==> config.mk <==
export PLATFORM = sky130hd
export DESIGN_NAME = reg_wr_arbiter
export DESIGN_NICKNAME = d
export VERILOG_FILES = /design/src/rtl/reg_wr_arbiter.sv
export SDC_FILE = /design/constraint.sdc
export NUM_CORES = 1
export LEC_CHECK = 0
export BUFFER_PORTS_ARGS = -buffer_cell sky130_fd_sc_hd__buf_2
export CAP_MARGIN = 20
export CORE_UTILIZATION = 39
export CTS_CLUSTER_DIAMETER = 200
export DETAILED_ROUTE_END_ITERATION = 12
export GPL_ROUTABILITY_DRIVEN = 0
export GPL_TIMING_DRIVEN = 0
export MAX_ROUTING_LAYER = met4
export PLACE_DENSITY_LB_ADDON = 0.25
export REMOVE_ABC_BUFFERS = 1
export SYNTH_ARGS = -nofsm -noshare
export SYNTH_HDL_FRONTEND = slang
export SYNTH_SLANG_ARGS = --single-unit
export TNS_END_PERCENT = 10
==> constraint.sdc <==
create_clock -name clk -period 2.67 [get_ports clk]
set_clock_uncertainty 0.15 [all_clocks]
set_input_delay 0.267 -clock clk [delete_from_list [all_inputs] [get_ports clk]]
set_output_delay 0.267 -clock clk [all_outputs]
set_load 0.01 [all_outputs]
==> src/rtl/reg_wr_arbiter.sv <==
// Round-robin arbiter sharing a single register-file write port among NUM_REQ requesters.
// Define REG_WR_ARB_CLEAR_EN to zero-clear registers 1..2**ADDR_WIDTH-1 after reset.
module reg_wr_arbiter #(
  parameter int unsigned DATA_WIDTH = 32,
  parameter int unsigned ADDR_WIDTH = 5,
  parameter int unsigned NUM_REQ    = 3
) (
  input  logic                           clk,
  input  logic                           reset,
  input  logic [NUM_REQ-1:0]             req_valid,
  output logic [NUM_REQ-1:0]             req_ready,
  input  logic [NUM_REQ*ADDR_WIDTH-1:0]  req_addr,
  input  logic [NUM_REQ*DATA_WIDTH-1:0]  req_data,
  output logic                           wr_en,
  output logic [ADDR_WIDTH-1:0]          w_addr,
  output logic [DATA_WIDTH-1:0]          w_data,
  output logic [$clog2(NUM_REQ)-1:0]     grant_id,
  output logic                           init_busy
);

  localparam int unsigned GNT_W = $clog2(NUM_REQ);
  localparam int unsigned SUM_W = GNT_W + 1;
  localparam logic [SUM_W-1:0] NUM_REQ_S = SUM_W'(NUM_REQ);

  logic [ADDR_WIDTH-1:0] addr_a [NUM_REQ];
  logic [DATA_WIDTH-1:0] data_a [NUM_REQ];

  logic                  wr_en_q, wr_en_d;
  logic [ADDR_WIDTH-1:0] w_addr_q, w_addr_d;
  logic [DATA_WIDTH-1:0] w_data_q, w_data_d;
  logic [GNT_W-1:0]      grant_q, grant_d;
  logic [GNT_W-1:0]      ptr_q, ptr_d;

  logic                  run_c;
  logic                  found_c;
  logic                  accept_c;
  logic [GNT_W-1:0]      gnt_idx_c;
  logic [SUM_W-1:0]      sum_c;
  logic [SUM_W-1:0]      gnt_inc_c;

  // Unpack requester slices
  always_comb begin
    for (int unsigned i = 0; i < NUM_REQ; i++) begin
      addr_a[i] = req_addr[i*ADDR_WIDTH +: ADDR_WIDTH];
      data_a[i] = req_data[i*DATA_WIDTH +: DATA_WIDTH];
    end
  end

`ifdef REG_WR_ARB_CLEAR_EN
  typedef enum logic {
    ST_CLEAR = 1'b0,
    ST_RUN   = 1'b1
  } state_e;

  state_e                state_q, state_d;
  logic [ADDR_WIDTH-1:0] clr_cnt_q, clr_cnt_d;
  logic                  clear_c;

  always_ff @(posedge clk or posedge reset) begin
    if (reset) begin
      state_q   <= ST_CLEAR;
      clr_cnt_q <= ADDR_WIDTH'(1);
    end else begin
      state_q   <= state_d;
      clr_cnt_q <= clr_cnt_d;
    end
  end

  // Walk the counter through every non-zero address, then hand over to RUN
  always_comb begin
    state_d   = state_q;
    clr_cnt_d = clr_cnt_q;
    if (state_q == ST_CLEAR) begin
      clr_cnt_d = clr_cnt_q + ADDR_WIDTH'(1);
      if (clr_cnt_q == {ADDR_WIDTH{1'b1}}) begin
        state_d = ST_RUN;
      end
    end
  end

  assign clear_c   = (state_q == ST_CLEAR);
  assign run_c     = (state_q == ST_RUN);
  assign init_busy = clear_c;
`else
  assign run_c     = 1'b1;
  assign init_busy = 1'b0;
`endif

  // Search ptr, ptr+1, ... modulo NUM_REQ for the first valid requester
  always_comb begin
    found_c   = 1'b0;
    gnt_idx_c = '0;
    sum_c     = '0;
    for (int unsigned k = 0; k < NUM_REQ; k++) begin
      sum_c = SUM_W'(ptr_q) + SUM_W'(k);
      if (sum_c >= NUM_REQ_S) begin
        sum_c = sum_c - NUM_REQ_S;
      end
      if (!found_c && req_valid[sum_c[GNT_W-1:0]]) begin
        found_c   = 1'b1;
        gnt_idx_c = sum_c[GNT_W-1:0];
      end
    end
    accept_c = found_c && run_c;
  end

  always_comb begin
    req_ready = '0;
    if (accept_c) begin
      req_ready[gnt_idx_c] = 1'b1;
    end
  end

  // Next values of the write port, grant index and round-robin pointer
  always_comb begin
    wr_en_d   = 1'b0;
    w_addr_d  = w_addr_q;
    w_data_d  = w_data_q;
    grant_d   = grant_q;
    ptr_d     = ptr_q;
    gnt_inc_c = SUM_W'(gnt_idx_c) + SUM_W'(1);
`ifdef REG_WR_ARB_CLEAR_EN
    if (clear_c) begin
      wr_en_d  = 1'b1;
      w_addr_d = clr_cnt_q;
      w_data_d = '0;
    end else
`endif
    if (accept_c) begin
      // r0 writes are consumed but never reach the register file
      wr_en_d  = (addr_a[gnt_idx_c] != '0);
      w_addr_d = addr_a[gnt_idx_c];
      w_data_d = data_a[gnt_idx_c];
      grant_d  = gnt_idx_c;
      ptr_d    = (gnt_inc_c == NUM_REQ_S) ? '0 : gnt_inc_c[GNT_W-1:0];
    end
  end

  always_ff @(posedge clk or posedge reset) begin
    if (reset) begin
      wr_en_q  <= 1'b0;
      w_addr_q <= '0;
      w_data_q <= '0;
      grant_q  <= '0;
      ptr_q    <= '0;
    end else begin
      wr_en_q  <= wr_en_d;
      w_addr_q <= w_addr_d;
      w_data_q <= w_data_d;
      grant_q  <= grant_d;
      ptr_q    <= ptr_d;
    end
  end

  assign wr_en    = wr_en_q;
  assign w_addr   = w_addr_q;
  assign w_data   = w_data_q;
  assign grant_id = grant_q;

endmodule

==> results list <==
- In the final layout, the share of cells above drive strength 1 is 0.533.
- Hold violation count in the final report: 0
* P_leak: 2.07 nW
- GR Util met3: 0.0571
- Global-route met1 utilization: 0.274
* Detailed placer's ending HPWL: 5.08 mm
- Type of the setup path with the least slack: reg2reg
* Area growth syn-to-layout: 66.7%
- Avg Synthesized Cell Area: 8.99 sq um
* Largest stage delay on the critical path: 0.44 ns
* Kind of start point of the critical path: flip-flop
- During placement, the flow inserted port buffers numbering 158.
- In this run, the number of DRC markers left after iteration 0 of detailed routing was 71.
- Total standard cell area after synthesis: 2530 sq um
- Number of global-route vias before repair: 2662
* Cell variety after synth: 35
- Result of the run: finished with violations
* Hold WS: 0.00773 ns
- Entering global routing, the biggest net connects 43 pins.
* H-tree level count: 2
- Number of max-slew violations in the final report: 0
- DRC violation count after routing: 0
- Synthesis handed over a netlist of 281 instances.
* Ordered cell list for the critical path: inv_2 -> buf_4 -> ha_1 -> and4b_2 -> nor3b_4 -> a221oi_4 -> buf_6 -> buf_8 -> mux2_4 -> mux2i_2 -> and3_1 -> a31oi_1
* Number of buffers created by CTS: 5
- Of the synthesized area, sequential elements account for 0.416.
- Clock root buffer: clkbuf_8
- Number of buffers inserted for hold repair after clock tree synthesis: 0
- Once detail routing completed, the nets flagged for antenna violations numbered 0.
- Of the available clock period, the critical path in the final layout requires 1.10.
- Max Fclk: 340 MHz
- OpenSTA, run right after detailed placement, puts the worst setup slack at -0.730 ns.
* Antenna violations before repair: 0
- In the global route stage, overall resource usage came out at 0.248.
* Drt total wl: 8.52 mm
* Synth Area in Simple Gates: 0.160
- Average via count per standard cell: 5.26
* Starting Density: 0.415
- Arrival time at the worst endpoint: 2.96 ns
* Proportion of synthesized area in mux cells: 0.133
* RSZ-0062 raised after global routing: true
- The net count of the finished layout is 593.
* Setup slack of the worst register-to-register path: -0.27 ns
* Primary flip-flop cell chosen by synthesis mapping: dfrtp_1
- Setup violations remaining at the end of the flow were counted as 40.
- Clock Sinks: 42
* Final antenna diode count: 0
* Yosys warns: 0
- The first detailed-routing pass ran for 4 iterations.
- Number of synthesized register bits: 42
- Xor/xnor cell area share of the yosys netlist: 0
* Post-Route Utilization: 0.691
* Met2 usage: 0.441
* Clock-pin transition on the worst setup and hold timing paths: 0.08 ns
* Clock tree from TritonCTS: built
- Ports: 160
* Fraction of the mapped netlist area in compound gates: 0.212
- Max-cap violations in this run came to 0.
* Time the worst path needs with I/O delays and setup: 2.94 ns
* Adder-cell share of the synthesized area: 0.0198
- Largest family of logic cells by synthesized area: compound AO/OA/AOI/OAI gates
- Final Cell Area: 4210 sq um
- The library cell used most frequently in the layout, excluding fill and tap cells, is buf_2.
* Ys async rst share: 1.00
- Die area: 6810 sq um
- Latest clock arrival within the worst-skew pair: 0.28 ns
- Most used routing layer: met2
* Actual transition at the worst max-transition pin: 0.875 ns
- Setup slack on the critical path of the routed design comes to -0.273 ns.
* Maximum net fanout on the critical path: 6
- Wire length of the first global-routing pass: 12.2 mm
- After detailed placement, the total cell area comes to 3410 sq um.
- The final route contains 2880 vias.
* Tightest slew margin relative to the limit: 0.416
- In the final routed layout, each cell accounts on average for 15.6 um.
* # rows: 28
- The path class of the tightest hold or removal check is in2async.
- Power spread over the standard cell area amounts to 1760 nW/um^2.
- The synthesized design contains 0 enable-type register cells.
- After global routing the overflow that remains totals 0.
- Post-layout power: 7.41 mW
- On the critical path, the stage with the largest delay is an instance of dfrtp_1.
* Floorplan core area: 6100 sq um
- STA puts the critical path data required time at 2.69 ns.
- Counting along the longest clock path gives a buffer depth of 2.
- The top cell types in the final layout, fill and taps aside, are buf_2, nand2_1, dfrtp_1.
- VDD sags by at most 0.00162 V.
- In this run the horizontal extent of the chip is 82.5 um.
* Element type at the critical path end: flip-flop
- Measured along the y axis, the die boundary spans 82.5 um.
- Violated checks: setup timing
-- path summary, 6_finish.rpt --
check / endpoint / cells past startpoint / from
worst max-delay path: wr_en / 12 / ptr_q[0]
worst min-delay path: w_data[24] / 2 / reset
worst max register to register: wr_en / 12 / ptr_q[0]
worst min register to register: w_data[11] / 2 / w_data[11]
max in group asynchronous: ptr_q[1] / 2 / reset
min in group clk: w_data[19] / 2 / req_data[19]
-- routing by layer --
| metal | part of all wire | up-vias |
|---|---|---|
| met3 | 0.064 | 14 |
| met1 | 0.40 | 1338 |
| met5 | 0 | - |
| met4 | 0.017 | 0 |
| li1 | - | 1376 |
| met2 | 0.52 | 152 |
-- worst max-delay path, delay by kind of cell, from the launching register on --
| family | cells | cell delay [ns] |
|---|---|---|
| AND/OR/NAND/NOR | 3 | 0.66 |
| buffers and inverters | 4 | 0.53 |
| multiplexers | 2 | 0.48 |
| flip-flops | 1 | 0.44 |
| AO/OA/AOI/OAI | 2 | 0.35 |
| adder cells (fa/ha/maj) | 1 | 0.23 |
-- report_power, final --
part,total (mW),switching [mW],leakage (nW),internal (mW)
Clock,0.503,0.203,0.0573,0.299
Sequential,1.18,0.169,0.504,1.01
Combinational,5.73,2.70,1.51,3.03
Total,7.41,3.07,2.07,4.34
-- state kept, by name, summed over array words and instances (netlist names) --
| signal | count |
|---|---|
| w_data | 32 |
| w_addr | 5 |
| grant_id | 2 |
| ptr_q | 2 |
| wr_en | 1 |
-- final cells by class --
class,instances,area [sq um]
Clock inverter,1,30.0
Clock buffer,6,82.6
Sequential cell,42,1050
Tap cell,75,93.8
Timing Repair Buffer,208,1380
Fill cell,486,1880
Inverter,3,11.3
Multi-Input combinational cell,213,1560
-- logic make-up after synthesis --
group                      count (synthesis)
AOI/OAI and AO/OA                         89
and+or+nand+nor                           85
DFF                                       42
muxes                                     33
buffers and inverters                     27
adders and majority gates                  4
other                                      1
-- stage by stage --
step                      cells  setup TNS [ns]
final                       548           -5.41
after global routing        548          -10.94
after CTS                   545           -4.19
after detailed placement    496          -19.88
after global placement      490         -145.48
after floorplan             257          -94.07
-- cell usage after synthesis (2+ instances only) --
cell | number | area share
ha_1 | 4 | 0.020
a21oi_1 | 28 | 0.055
nor2_1 | 22 | 0.033
a21o_1 | 3 | 0.0089
mux2i_1 | 28 | 0.11
o21ai_0 | 36 | 0.071
nand3b_1 | 3 | 0.0089
nand2b_1 | 2 | 0.0049
a221oi_2 | 2 | 0.012
inv_1 | 3 | 0.0045
clkbuf_1 | 8 | 0.012
buf_4 | 5 | 0.015
a221o_1 | 8 | 0.032
o21ai_1 | 3 | 0.0059
dfrtp_1 | 42 | 0.42
nor4bb_1 | 2 | 0.0079
and4b_1 | 2 | 0.0079
mux2_2 | 5 | 0.022
a22oi_1 | 4 | 0.012
buf_6 | 2 | 0.0089
nor3b_1 | 6 | 0.018
nand2_1 | 42 | 0.062
buf_2 | 9 | 0.018
-- what timing repair did --
action / CTS / global route
setup endpoints to repair: 45 / 44
gates resized for setup: 51 / 32
pin swaps: 14 / 5
buffers inserted: 40 / 3
cloned: 3 / 0
endpoints found under the hold margin: 0 / 0
(Power assumes the default switching activity.)
